## config.mk

```make
export PLATFORM = sky130hd
export DESIGN_NAME = control_sequencer_flat
export DESIGN_NICKNAME = d
export VERILOG_FILES = /design/src/rtl/control_sequencer_if.sv /design/src/rtl/control_sequencer.sv /design/src/flat_wrapper.sv
export SDC_FILE = /design/constraint.sdc
export NUM_CORES = 1
export LEC_CHECK = 0
export CAP_MARGIN = 5
export CELL_PAD_IN_SITES_DETAIL_PLACEMENT = 1
export CELL_PAD_IN_SITES_GLOBAL_PLACEMENT = 2
export CORE_ASPECT_RATIO = 1.75
export CORE_MARGIN = 4
export CORE_UTILIZATION = 17
export CTS_CLUSTER_SIZE = 8
export DETAILED_ROUTE_END_ITERATION = 7
export PLACE_DENSITY = 0.86
export SLEW_MARGIN = 10
export SYNTH_ARGS = -nofsm -noshare
export SYNTH_HDL_FRONTEND = slang
export SYNTH_SLANG_ARGS = --single-unit
```

## constraint.sdc

```tcl
create_clock -name Clock -period 1.9 [get_ports Clock]
set_input_delay 0.19 -clock Clock [delete_from_list [all_inputs] [get_ports Clock]]
set_output_delay 0.19 -clock Clock [all_outputs]
set_load 0.01 [all_outputs]
```

## src/rtl/control_sequencer_if.sv

```systemverilog
// rtl/control_sequencer_if.sv - control sequencer handshake/strobe bundle
// master = sequencer (drives strobes), slave = datapath/memory side.
interface control_sequencer_if #(
  parameter int REG_BITS = 4,
  parameter int OPC_BITS = 5,
  parameter int CNT_W    = 16
);
  localparam int NREGS = 2 ** REG_BITS;

  logic                Run;
  logic                MemReady;
  logic [31:0]         IR;
  logic                PCout, MARin, IncPC, Zin, ZLOout, ZHIout, PCin;
  logic                Read, MDRin, MDRout, IRin, Yin, HIin, LOin;
  logic [NREGS-1:0]    Rin;
  logic [NREGS-1:0]    Rout;
  logic [OPC_BITS-1:0] AluOp;
  logic                Halted;
  logic                Illegal;
  logic [CNT_W-1:0]    InstrCount;
  logic [3:0]          State;

  modport master (
    input  Run, MemReady, IR,
    output PCout, MARin, IncPC, Zin, ZLOout, ZHIout, PCin,
    output Read, MDRin, MDRout, IRin, Yin, HIin, LOin,
    output Rin, Rout, AluOp, Halted, Illegal, InstrCount, State
  );

  modport slave (
    output Run, MemReady, IR,
    input  PCout, MARin, IncPC, Zin, ZLOout, ZHIout, PCin,
    input  Read, MDRin, MDRout, IRin, Yin, HIin, LOin,
    input  Rin, Rout, AluOp, Halted, Illegal, InstrCount, State
  );
endinterface

```

## src/rtl/control_sequencer.sv

```systemverilog
// rtl/control_sequencer.sv - fetch/decode/execute control sequencer
// Optional MUL/DIV sequencing enabled by macro CONTROL_SEQUENCER_MULDIV_EN.
module control_sequencer #(
  parameter int REG_BITS = 4,
  parameter int OPC_BITS = 5,
  parameter int CNT_W    = 16
) (
  input  logic                 Clock,
  input  logic                 Reset,
  control_sequencer_if.master  bus
);
  localparam int NREGS  = 2 ** REG_BITS;
  localparam int RA_HI  = 31 - OPC_BITS;
  localparam int RB_HI  = RA_HI - REG_BITS;
  localparam int RC_HI  = RB_HI - REG_BITS;
  localparam int LOW_HI = RC_HI - REG_BITS;

  typedef enum logic [3:0] {
    S_IDLE = 4'd0, S_T0 = 4'd1, S_T1 = 4'd2, S_T2 = 4'd3, S_T3 = 4'd4,
    S_T4 = 4'd5, S_T5 = 4'd6, S_T6 = 4'd7, S_HALT = 4'd8
  } state_t;

  state_t           r_state;
  logic [CNT_W-1:0] r_count;

  logic [OPC_BITS-1:0] w_opc;
  logic [REG_BITS-1:0] w_ra, w_rb, w_rc;
  logic                w_is_alu, w_is_muldiv, w_is_nop, w_is_halt, w_is_illegal;
  logic                w_unused_ir;

  assign w_opc = bus.IR[31 -: OPC_BITS];
  assign w_ra  = bus.IR[RA_HI -: REG_BITS];
  assign w_rb  = bus.IR[RB_HI -: REG_BITS];
  assign w_rc  = bus.IR[RC_HI -: REG_BITS];
  assign w_unused_ir = ^bus.IR[LOW_HI:0];

  assign w_is_alu  = (w_opc >= OPC_BITS'(3)) && (w_opc <= OPC_BITS'(11));
  assign w_is_nop  = (w_opc == OPC_BITS'(26));
  assign w_is_halt = (w_opc == OPC_BITS'(27));
`ifdef CONTROL_SEQUENCER_MULDIV_EN
  assign w_is_muldiv = (w_opc == OPC_BITS'(15)) || (w_opc == OPC_BITS'(16));
`else
  assign w_is_muldiv = 1'b0;
`endif
  assign w_is_illegal = !(w_is_alu || w_is_muldiv || w_is_nop || w_is_halt);

  always_ff @(posedge Clock) begin
    if (Reset) begin
      r_state <= S_IDLE;
      r_count <= '0;
    end else begin
      case (r_state)
        S_IDLE: if (bus.Run) r_state <= S_T0;
        S_T0:   r_state <= S_T1;
        S_T1:   if (bus.MemReady) r_state <= S_T2;
        S_T2:   r_state <= S_T3;
        S_T3: begin
          if (w_is_alu || w_is_muldiv) begin
            r_state <= S_T4;
          end else if (w_is_nop) begin
            r_state <= S_IDLE;
            r_count <= r_count + CNT_W'(1);
          end else if (w_is_halt) begin
            r_state <= S_HALT;
          end else begin
            r_state <= S_IDLE;
          end
        end
        S_T4:   r_state <= S_T5;
        S_T5: begin
          if (w_is_muldiv) begin
            r_state <= S_T6;
          end else begin
            r_state <= S_IDLE;
            r_count <= r_count + CNT_W'(1);
          end
        end
        S_T6: begin
          r_state <= S_IDLE;
          r_count <= r_count + CNT_W'(1);
        end
        S_HALT:  r_state <= S_HALT;
        default: r_state <= S_IDLE;
      endcase
    end
  end

  logic                w_pcout, w_marin, w_incpc, w_zin, w_zloout, w_zhiout, w_pcin;
  logic                w_read, w_mdrin, w_mdrout, w_irin, w_yin, w_hiin, w_loin;
  logic [NREGS-1:0]    w_rin, w_rout;
  logic [OPC_BITS-1:0] w_aluop;

  // Strobes decode from the registered state; T1 completion follows MemReady in-cycle.
  always_comb begin
    w_pcout = 1'b0; w_marin = 1'b0; w_incpc = 1'b0; w_zin  = 1'b0;
    w_zloout = 1'b0; w_zhiout = 1'b0; w_pcin = 1'b0; w_read = 1'b0;
    w_mdrin = 1'b0; w_mdrout = 1'b0; w_irin = 1'b0; w_yin  = 1'b0;
    w_hiin  = 1'b0; w_loin   = 1'b0;
    w_rin   = '0;   w_rout   = '0;   w_aluop = '0;
    case (r_state)
      S_T0: begin
        w_pcout = 1'b1; w_marin = 1'b1; w_incpc = 1'b1; w_zin = 1'b1;
      end
      S_T1: begin
        w_read   = 1'b1;
        w_mdrin  = 1'b1;
        w_zloout = bus.MemReady;
        w_pcin   = bus.MemReady;
      end
      S_T2: begin
        w_mdrout = 1'b1;
        w_irin   = 1'b1;
      end
      S_T3: begin
        if (w_is_alu || w_is_muldiv) begin
          w_rout = NREGS'(1) << w_rb;
          w_yin  = 1'b1;
        end
      end
      S_T4: begin
        w_rout  = NREGS'(1) << (w_is_muldiv ? w_ra : w_rc);
        w_zin   = 1'b1;
        w_aluop = w_opc;
      end
      S_T5: begin
        w_zloout = 1'b1;
        if (!w_is_muldiv) w_rin = NREGS'(1) << w_ra;
`ifdef CONTROL_SEQUENCER_MULDIV_EN
        else w_loin = 1'b1;
`endif
      end
      S_T6: begin
`ifdef CONTROL_SEQUENCER_MULDIV_EN
        w_zhiout = 1'b1;
        w_hiin   = 1'b1;
`endif
      end
      default: ;
    endcase
  end

  assign bus.PCout  = w_pcout;
  assign bus.MARin  = w_marin;
  assign bus.IncPC  = w_incpc;
  assign bus.Zin    = w_zin;
  assign bus.ZLOout = w_zloout;
  assign bus.ZHIout = w_zhiout;
  assign bus.PCin   = w_pcin;
  assign bus.Read   = w_read;
  assign bus.MDRin  = w_mdrin;
  assign bus.MDRout = w_mdrout;
  assign bus.IRin   = w_irin;
  assign bus.Yin    = w_yin;
  assign bus.HIin   = w_hiin;
  assign bus.LOin   = w_loin;
  assign bus.Rin    = w_rin;
  assign bus.Rout   = w_rout;
  assign bus.AluOp  = w_aluop;

  assign bus.Halted     = (r_state == S_HALT);
  assign bus.Illegal    = (r_state == S_T3) && w_is_illegal;
  assign bus.InstrCount = r_count;
  assign bus.State      = r_state;
endmodule

```

## src/flat_wrapper.sv

```systemverilog
// flat-port wrapper written by rule: the top's interface ports become plain ports
module control_sequencer_flat 
#(
  parameter int REG_BITS = 4,
  parameter int OPC_BITS = 5,
  parameter int CNT_W    = 16
)
  (Clock, Reset, bus_Run, bus_MemReady, bus_IR, bus_PCout, bus_MARin, bus_IncPC, bus_Zin, bus_ZLOout, bus_ZHIout, bus_PCin, bus_Read, bus_MDRin, bus_MDRout, bus_IRin, bus_Yin, bus_HIin, bus_LOin, bus_Rin, bus_Rout, bus_AluOp, bus_Halted, bus_Illegal, bus_InstrCount, bus_State);
  control_sequencer_if #(.REG_BITS(REG_BITS), .OPC_BITS(OPC_BITS), .CNT_W(CNT_W)) bus_i ();
  input  logic Clock;
  input  logic Reset;
  input wire logic [$bits(bus_i.Run)-1:0] bus_Run;
  input wire logic [$bits(bus_i.MemReady)-1:0] bus_MemReady;
  input wire logic [$bits(bus_i.IR)-1:0] bus_IR;
  output wire logic [$bits(bus_i.PCout)-1:0] bus_PCout;
  output wire logic [$bits(bus_i.MARin)-1:0] bus_MARin;
  output wire logic [$bits(bus_i.IncPC)-1:0] bus_IncPC;
  output wire logic [$bits(bus_i.Zin)-1:0] bus_Zin;
  output wire logic [$bits(bus_i.ZLOout)-1:0] bus_ZLOout;
  output wire logic [$bits(bus_i.ZHIout)-1:0] bus_ZHIout;
  output wire logic [$bits(bus_i.PCin)-1:0] bus_PCin;
  output wire logic [$bits(bus_i.Read)-1:0] bus_Read;
  output wire logic [$bits(bus_i.MDRin)-1:0] bus_MDRin;
  output wire logic [$bits(bus_i.MDRout)-1:0] bus_MDRout;
  output wire logic [$bits(bus_i.IRin)-1:0] bus_IRin;
  output wire logic [$bits(bus_i.Yin)-1:0] bus_Yin;
  output wire logic [$bits(bus_i.HIin)-1:0] bus_HIin;
  output wire logic [$bits(bus_i.LOin)-1:0] bus_LOin;
  output wire logic [$bits(bus_i.Rin)-1:0] bus_Rin;
  output wire logic [$bits(bus_i.Rout)-1:0] bus_Rout;
  output wire logic [$bits(bus_i.AluOp)-1:0] bus_AluOp;
  output wire logic [$bits(bus_i.Halted)-1:0] bus_Halted;
  output wire logic [$bits(bus_i.Illegal)-1:0] bus_Illegal;
  output wire logic [$bits(bus_i.InstrCount)-1:0] bus_InstrCount;
  output wire logic [$bits(bus_i.State)-1:0] bus_State;
  assign bus_i.Run = bus_Run;
  assign bus_i.MemReady = bus_MemReady;
  assign bus_i.IR = bus_IR;
  assign bus_PCout = bus_i.PCout;
  assign bus_MARin = bus_i.MARin;
  assign bus_IncPC = bus_i.IncPC;
  assign bus_Zin = bus_i.Zin;
  assign bus_ZLOout = bus_i.ZLOout;
  assign bus_ZHIout = bus_i.ZHIout;
  assign bus_PCin = bus_i.PCin;
  assign bus_Read = bus_i.Read;
  assign bus_MDRin = bus_i.MDRin;
  assign bus_MDRout = bus_i.MDRout;
  assign bus_IRin = bus_i.IRin;
  assign bus_Yin = bus_i.Yin;
  assign bus_HIin = bus_i.HIin;
  assign bus_LOin = bus_i.LOin;
  assign bus_Rin = bus_i.Rin;
  assign bus_Rout = bus_i.Rout;
  assign bus_AluOp = bus_i.AluOp;
  assign bus_Halted = bus_i.Halted;
  assign bus_Illegal = bus_i.Illegal;
  assign bus_InstrCount = bus_i.InstrCount;
  assign bus_State = bus_i.State;
  control_sequencer #(.REG_BITS(REG_BITS), .OPC_BITS(OPC_BITS), .CNT_W(CNT_W)) u_core (.Clock(Clock), .Reset(Reset), .bus(bus_i));
endmodule
```

## Word-level counts from Yosys, hierarchy flattened

Index checks and enable logic that the tools add are counted.

| operators by class | value |
|---|---|
| eq/ne operators | 14 |
| reductions and logical operators | 11 |
| multiplexer cells | 21 |
| $lt $le $gt $ge | 2 |
| add/sub/neg operators | 1 |
| shift operators | 3 |

Operators with widths:

| operator | count |
|---|---|
| $mux 16 | 4 |
| $pmux 16 s2 | 2 |
| $shl 1x4->16 const A | 3 |
| $pmux 4 s7 | 1 |
| $mux 4 | 5 |
| $add 16x1->16 const B | 1 |
| $eq 4x3->1 const B | 4 |
| $eq 5x5->1 const B | 2 |
| $eq 4x2->1 const B | 2 |
| $mux 1 | 7 |
| $ne 2x2->1 const B | 3 |
| $ge 5x2->1 const B | 1 |
| $le 5x4->1 const B | 1 |
| $mux 5 | 1 |
| $eq 4x1->1 const B | 1 |
| $eq 4x4->1 const B | 1 |
| $logic_not 4->1 | 1 |
| $reduce_or 2->1 | 2 |
| $reduce_and 3->1 | 1 |
| $logic_and 1x1->1 | 2 |
| $logic_or 1x1->1 | 2 |
| $ne 2x1->1 const B | 1 |
| $pmux 1 s2 | 1 |
| $reduce_and 2->1 | 1 |
| 2 further kinds | 2 |

| word-level totals | value |
|---|---|
| output and inout port bits | 73 |
| input bits | 36 |
| register bits | 20 |
| logic and storage cells | 54 |

## Depth between registers and ports, before layout

Gate-level depths: netlist of the first run.

| logic depth | value |
|---|---|
| depth in word-level cells | 6 |
| depth in mapped cells | 7 |
| mapped depth without buffers | 4 |

## Worst setup path after synthesis of the first run

Ideal clock, no wire load.

| timing | value |
|---|---|
| path type | reg-to-output |
| start | register u_core.r_state[2], in the netlist u_core.bus.State[2] |
| end | output bus_Rout[15] |
| cell stages (with the launch flop) | 6 |
| slack | -0.183 ns |
| required time | 1.710 ns |
| arrival | 1.893 ns |
| path buffers | 1 |
| cells stage by stage | dfxtp_1 > buf_4 > or4b_4 > a2111oi_4 > nand3_1 > o22ai_1 |

| between the ends | value |
|---|---|
| word-level cells in the longest chain between the ends | 2 |
| elaborated cells between the ends (all ways) | 3 |
| those cells by class | 2 x eq/ne; 1 x mux |

Ends and longest elaborated chain:

| element | line | source |
|---|---|---|
| start, declared | control_sequencer.sv:23 | `state_t r_state;` |
| start signal, assigned | control_sequencer.sv:49 | `r_state <= S_IDLE;` |
| start signal, assigned | control_sequencer.sv:53 | `S_IDLE: if (bus.Run) r_state <= S_T0;` |
| start signal, assigned | control_sequencer.sv:54 | `S_T0: r_state <= S_T1;` |
| $eq 4x3->1 | control_sequencer.sv:100 | `case (r_state)` |
| $pmux 16 s2 * | control_sequencer.sv:100 |  |
| end, declared | flat_wrapper.sv:30 | `output wire logic [$bits(bus_i.Rout)-1:0] bus_Rout;` |

Mark *: on every way between the ends. The rest lies on a longest branch, timed or not.

## Worst setup path in the final report of the first run

| timing | value |
|---|---|
| start | register u_core.r_state[3], in the netlist u_core.bus.State[3] |
| end | output bus_Rout[14] |

The elaborated chain is that of the path after synthesis.

==> flow_summary.toml, run 1 <==
[setup_path]
worstPathRequired_ps = 1710
start_kind = "register"
arrival_ps = 2140
criticalPathCategory = "register to output port"
path_max_fanout = 4
crit_path_end_kind = "output port"
r2r_slack_ps = 70

[synthesis]
async_flop_share_pct = 0
ys_warn_count = 0
synth_top_family_by_area = "simple AND/OR/NAND/NOR gates"
ys_ff_latch = 20
ys.flop_type = "dfxtp_1"
synth_edf_count = 0
synth_simple_gate_area_share_pct = 41.7
synth-compound-area-share_pct = 22.3
syn-instance-count = 207
synthXorXnorAreaFrac_pct = 0.576
avgSynthCellArea_um2 = 7.35
ys_seq_area_share_pct = 26.3
synthTopCellsByArea = "dfxtp_1 (26%), o22ai_1 (6.6%), nor2_1 (6.4%)"
synth_area_mm2 = 0.00152
yosysUniqueCellTypes = 40
yosysMostFrequentCell = "nor2_1"
muxShareOfSynthArea_pct = 0.658
netlist_top_cells_count = "nor2_1 (26), dfxtp_1 (20), a21oi_1 (17)"
synthAdderAreaFrac_pct = 0.822
synth_top_area_cell = "dfxtp_1"
synth_top_area_share_pct = 26.3

[clock_tree]
ctsLongestPathBuffers = 2
clkTransAtPathRegs_ps = 60
cts_buffers = 3
root_buffer = "clkbuf_16"
cts_max_level = 1
clock_sinks = 20
tritoncts = "built"
clk_latency_ps = 250

[layout]
final_area_mm2 = 0.00314
drive_above_1_share_pct = 38.4
nets = 371
diodes = 0
area_growth_pct = 106

[global_routing]
track_usage_pct = 13.4
grt_pass1_wl_um = 11600
grt_max_degree = 18
grt_antenna_before_repair = 0
grt_pass1_vias = 2304
grt_overflow = 0

[outcome]
violations = "negative setup slack"
outcome = "complete, but fails checks"

[sta]
skew_ps = 3.66
hold_viol = 0
fin_crit_ps = 2330
rsz0062_at_grt = "yes"
fmax_ghz = 0.429
setup_slack_ps = -431
slew_viol_final = 0
timing.hold.ws_ps = 464
tns_ps = -5340
finalCritPeriodShare_pct = 123
setup_viol = 20

[route]
route.met3.wl_um = 431
wirelength_um = 7290
avgViaCountPerCell = 4.70
top_layer = "met4"
vias = 2116
met1_length_um = 2610
ant_nets = 0
wl_met2_um = 4160
drtPass1Iterations = 4
wl_per_cell_um = 16.2
drt_iter0_drc = 46
drc_errors = 0

[pwr]
powerDensity_mw_per_mm2 = 442
ir_worst_vdd_v = 0.000430
p_total_mw = 1.39
leakage_nw = 1.26

[place]
pre_cts_ws_ps = -681
dp_hpwl_um = 5390
numPortBuffers = 90
gp_congestion = 0.772
place_area_mm2 = 0.00274

[floorplan]
die_w_um = 79.5
std_cell_rows = 45
num_io_pins = 109
dieHeight_um = 133
start_util_pct = 17.4
core_mm2 = 0.00873
die_area_mm2 = 0.0106

[job]
maxCapViolCount = 0

[hold_path]
hold_path.class = "input port to register"
==> through the flow <==
stage,cells,utilization [%]
2_1_floorplan,209,-
3_3_place_gp,425,31.4
3_5_place_dp,425,31.4
4_1_cts,444,34.5
5_1_grt,450,35.9
6_report,450,35.9
==> flip-flops by register name, summed over array words and instances, names as in the netlist <==
register and flops:
u_core.bus.InstrCount 16, u_core.bus.State 4
==> layout by cell type, fill, tap and decap left out, drive strengths merged, types with 4 or more instances in the layout <==
cell type,n
buf,71
and2,5
nand2,10
o21ai,4
o22ai,16
nor2,26
nand3,9
nand2b,7
nand3b,4
nor3,9
nand4,5
dfxtp,20
clkdlybuf4s15,6
a21oi,17
dlygate4sd2,18
clkbuf,10
or4,10
or3,6
clkdlybuf4s50,36
o31ai,10
==> cell families after synthesis <==
kind of cell / after synthesis
simple gates: 110
compound gates: 52
buf+inv: 21
flops: 20
fa+ha+maj: 1
other cells: 1
xor+xnor: 1
mux: 1
==> metal layers <==
| layer | vias to the layer above | global-route usage, % |
|---|---|---|
| li1 | 1023 | - |
| met1 | 1015 | 13.5 |
| met2 | 70 | 26.7 |
| met3 | 8 | 2.64 |
| met4 | 0 | 3.73 |
| met5 | - | 0 |
==> area by class of cell <==
class / count / area [um2]
well taps: 117 / 146
multi-input cells: 168 / 1250
fillers: 1040 / 5590
inverters: 2 / 7.51
repair buffers: 139 / 1240
flip-flops and latches: 20 / 403
clock buffers: 4 / 88.8
==> path summary, 6_finish.rpt <==
check,from,to,depth (start not counted)
max,u_core.bus.State[3],bus_Rout[14],7
min,bus_IR[27],u_core.bus.State[3],5
max reg2reg,u_core.bus.State[3],u_core.bus.InstrCount[6],7
min reg2reg,u_core.bus.InstrCount[15],u_core.bus.InstrCount[15],2
==> where the power goes <==
| group | switching (mW) | total, mW | internal (mW) |
|---|---|---|---|
| Sequential | 0.00809 | 0.439 | 0.431 |
| Clock | 0.166 | 0.487 | 0.321 |
| Combinational | 0.222 | 0.461 | 0.239 |
==> timing repair <==
item / in CTS / in global routing
setup endpoints to repair: 60 / 48
gates cloned: 2 / 0
gates resized for setup: 164 / 37
hold buffers: 0 / 0
buffers inserted: 13 / 8
pin swaps: 24 / 17
endpoints found under the hold margin: 0 / 0
==> worst max-delay path, stage by stage (launching register included) <==
cell	delay (ps)
dfxtp_2	320
or4b_4	560
a2111oi_4	200
buf_4	180
nand3b_1	150
buf_4	190
o22ai_4	150
buf_6	130
Power figures use the tool's default switching activity.
==> inputs of run 2 (changes only) <==
- CTS_BUF_LIST: default -> sky130_fd_sc_hd__clkbuf_2
==> run 2 against run 1 <==
Effect of this change:
- the flow still finishes with violations (negative setup slack)
- power fell by 20%
- first-iteration DRC count grew 2.2%
- wire length rose by 5.5%
- worst hold slack improved by 38 ps
- cell count increased by 0.67%
- clock-buffer cell count decreased by 1
- global-route usage increased by 0.76 points
- clock power down 60%
- critical path type unchanged
- critical endpoint unchanged
==> flow_summary.toml, run 2 (synthesized netlist as in run 1, its figures left out) <==
[sta]
tns_ps = -11980
finalCritPeriodShare_pct = 131
fmax_ghz = 0.401
setup_viol = 51
fin_crit_ps = 2490
hold_viol = 0
rsz0062_at_grt = "yes"
slew_headroom_pct = 66.0
setup_slack_ps = -593
tightest_slew_ps = 506
skew_ps = 14.9
slew_viol_final = 0

[hold_path]
hold_path.class = "register to register"
hold_depth = 2
hold_path_end = "u_core.bus.InstrCount[15]"
hold_start = "u_core.bus.InstrCount[15]"

[global_routing]
grt_max_degree = 18
grt_pass1_wl_um = 12200
grt_pass1_vias = 2398
track_usage_pct = 14.2
grt_overflow = 0
grt_antenna_before_repair = 0

[setup_path]
start_kind = "register"
r2r-end = "u_core.bus.InstrCount[4]"
criticalPathCategory = "register to output port"
arrival_ps = 2300
path_max_fanout = 4
r2r_slack_ps = -180
r2r-start = "u_core.bus.State[3]"
worstPathRequired_ps = 1710
crit_path_end_kind = "output port"
r2r_cells = 10

[clock_tree]
clock_sinks = 20
clk_latency_ps = 350
ctsLongestPathBuffers = 2
cts_buffers = 3
clkTransAtPathRegs_ps = 220
root_buffer = "clkbuf_2"
cts_max_level = 1
tritoncts = "built"

[route]
drt_iter0_drc = 47
ant_nets = 0
wl_per_cell_um = 17.0
drtPass1Iterations = 4
wirelength_um = 7690
avgViaCountPerCell = 4.74
vias = 2149
drc_errors = 0

[pwr]
leakage_nw = 1.24
powerDensity_mw_per_mm2 = 347
ir_worst_vdd_v = 0.000288
p_total_mw = 1.11

[job]
maxCapViolCount = 0

[floorplan]
start_util_pct = 17.4
dieHeight_um = 133
std_cell_rows = 45
die_area_mm2 = 0.0106
num_io_pins = 109
die_w_um = 79.5
core_mm2 = 0.00873

[layout]
largest_reg_flops = 16
diodes = 0
finish.utilization_pct = 36.7
layout_commonest_cell = "clkdlybuf4s50_1"
area_growth_pct = 111
final_cell_mix = "clkdlybuf4s50_1 (39), buf_2 (36), buf_6 (32), buf_4 (28), nor2_1 (19)"
nets = 374
drive_above_1_share_pct = 52.4

[place]
numPortBuffers = 90
dp_hpwl_um = 5390
gp_congestion = 0.772

[outcome]
outcome = "complete, but fails checks"
violations = "negative setup slack"
[run 2: changes by cell type in the layout (fill, tap and decap cells not counted), sizes merged]
| cell | delta |
|---|---|
| clkdlybuf4s15 | -6 |
| clkdlybuf4s50 | +3 |
| buf | +30 |
| clkbuf | -6 |
| bufbuf | -1 |
| clkinv | +1 |
| dlymetal6s2s | -1 |
| dlygate4sd2 | -17 |
[run 2: final cells by class]
type                       count  area, um2
fill                        1057       5520
multi-input combinational    168       1360
timing repair buffer         142       1270
sequential                    20        405
tap                          117        146
clock buffer                   3       15.0
inverter                       2       7.51
clock inverter                 1       3.75
[run 2: per-stage QoR]
step                std cells  hold WS (ps)  setup WS, ps  cell area, um2
global route              453           533          -729            3210
finish                    453           502          -593            3210
detailed placement        425           482          -681            2740
global placement          425           465          -624            2740
floorplan                 209           405          -139            1580
CTS                       453           508          -663            3100
[run 2: worst max-delay path: stages (launching register included)]
cell and delay (ps):
dfxtp_2 380, or4b_4 560, a2111oi_4 200, buf_4 180
nand3b_1 160, buf_4 190, o22ai_4 150, buf_6 130
[run 2: metal layers]
layer  track usage (%)  vias up  share of wire (%)
met5                 0        -                  0
met4              3.15        0               0.94
met3              2.37        7                5.6
met2              29.2       70                 58
met1              14.1     1044                 36
li1                  -     1028                  -
[run 2: worst max path at each step]
| stage | slack [ps] | startpoint | depth (start not counted) | to |
|---|---|---|---|---|
| floorplan | -140 | u_core.bus.State[2] | 5 | bus_Rout[13] |
| global placement | -620 | bus_IR[29] | 6 | bus_Rout[14] |
| detailed placement | -680 | bus_IR[29] | 6 | bus_Rout[9] |
| CTS | -660 | u_core.bus.State[0] | 6 | bus_Rout[9] |
| global route | -730 | u_core.bus.State[0] | 7 | bus_Rout[14] |
| finish | -590 | u_core.bus.State[0] | 7 | bus_Rout[14] |
[run 2: timing repair]
action                     in CTS  in global routing
pin swaps                      52                  9
hold buffers                    0                  0
setup endpoints to repair      61                 69
buffers inserted               21                  2
gates resized for setup       284                 32
hold endpoints to repair        0                  0
cloned                          3                  0
[run 2: report_power, final]
| part | switching, mW | internal (mW) |
|---|---|---|
| combinational | 0.228 | 0.249 |
| clock | 0.148 | 0.0457 |
| sequential | 0.00899 | 0.434 |
| total | 0.385 | 0.729 |
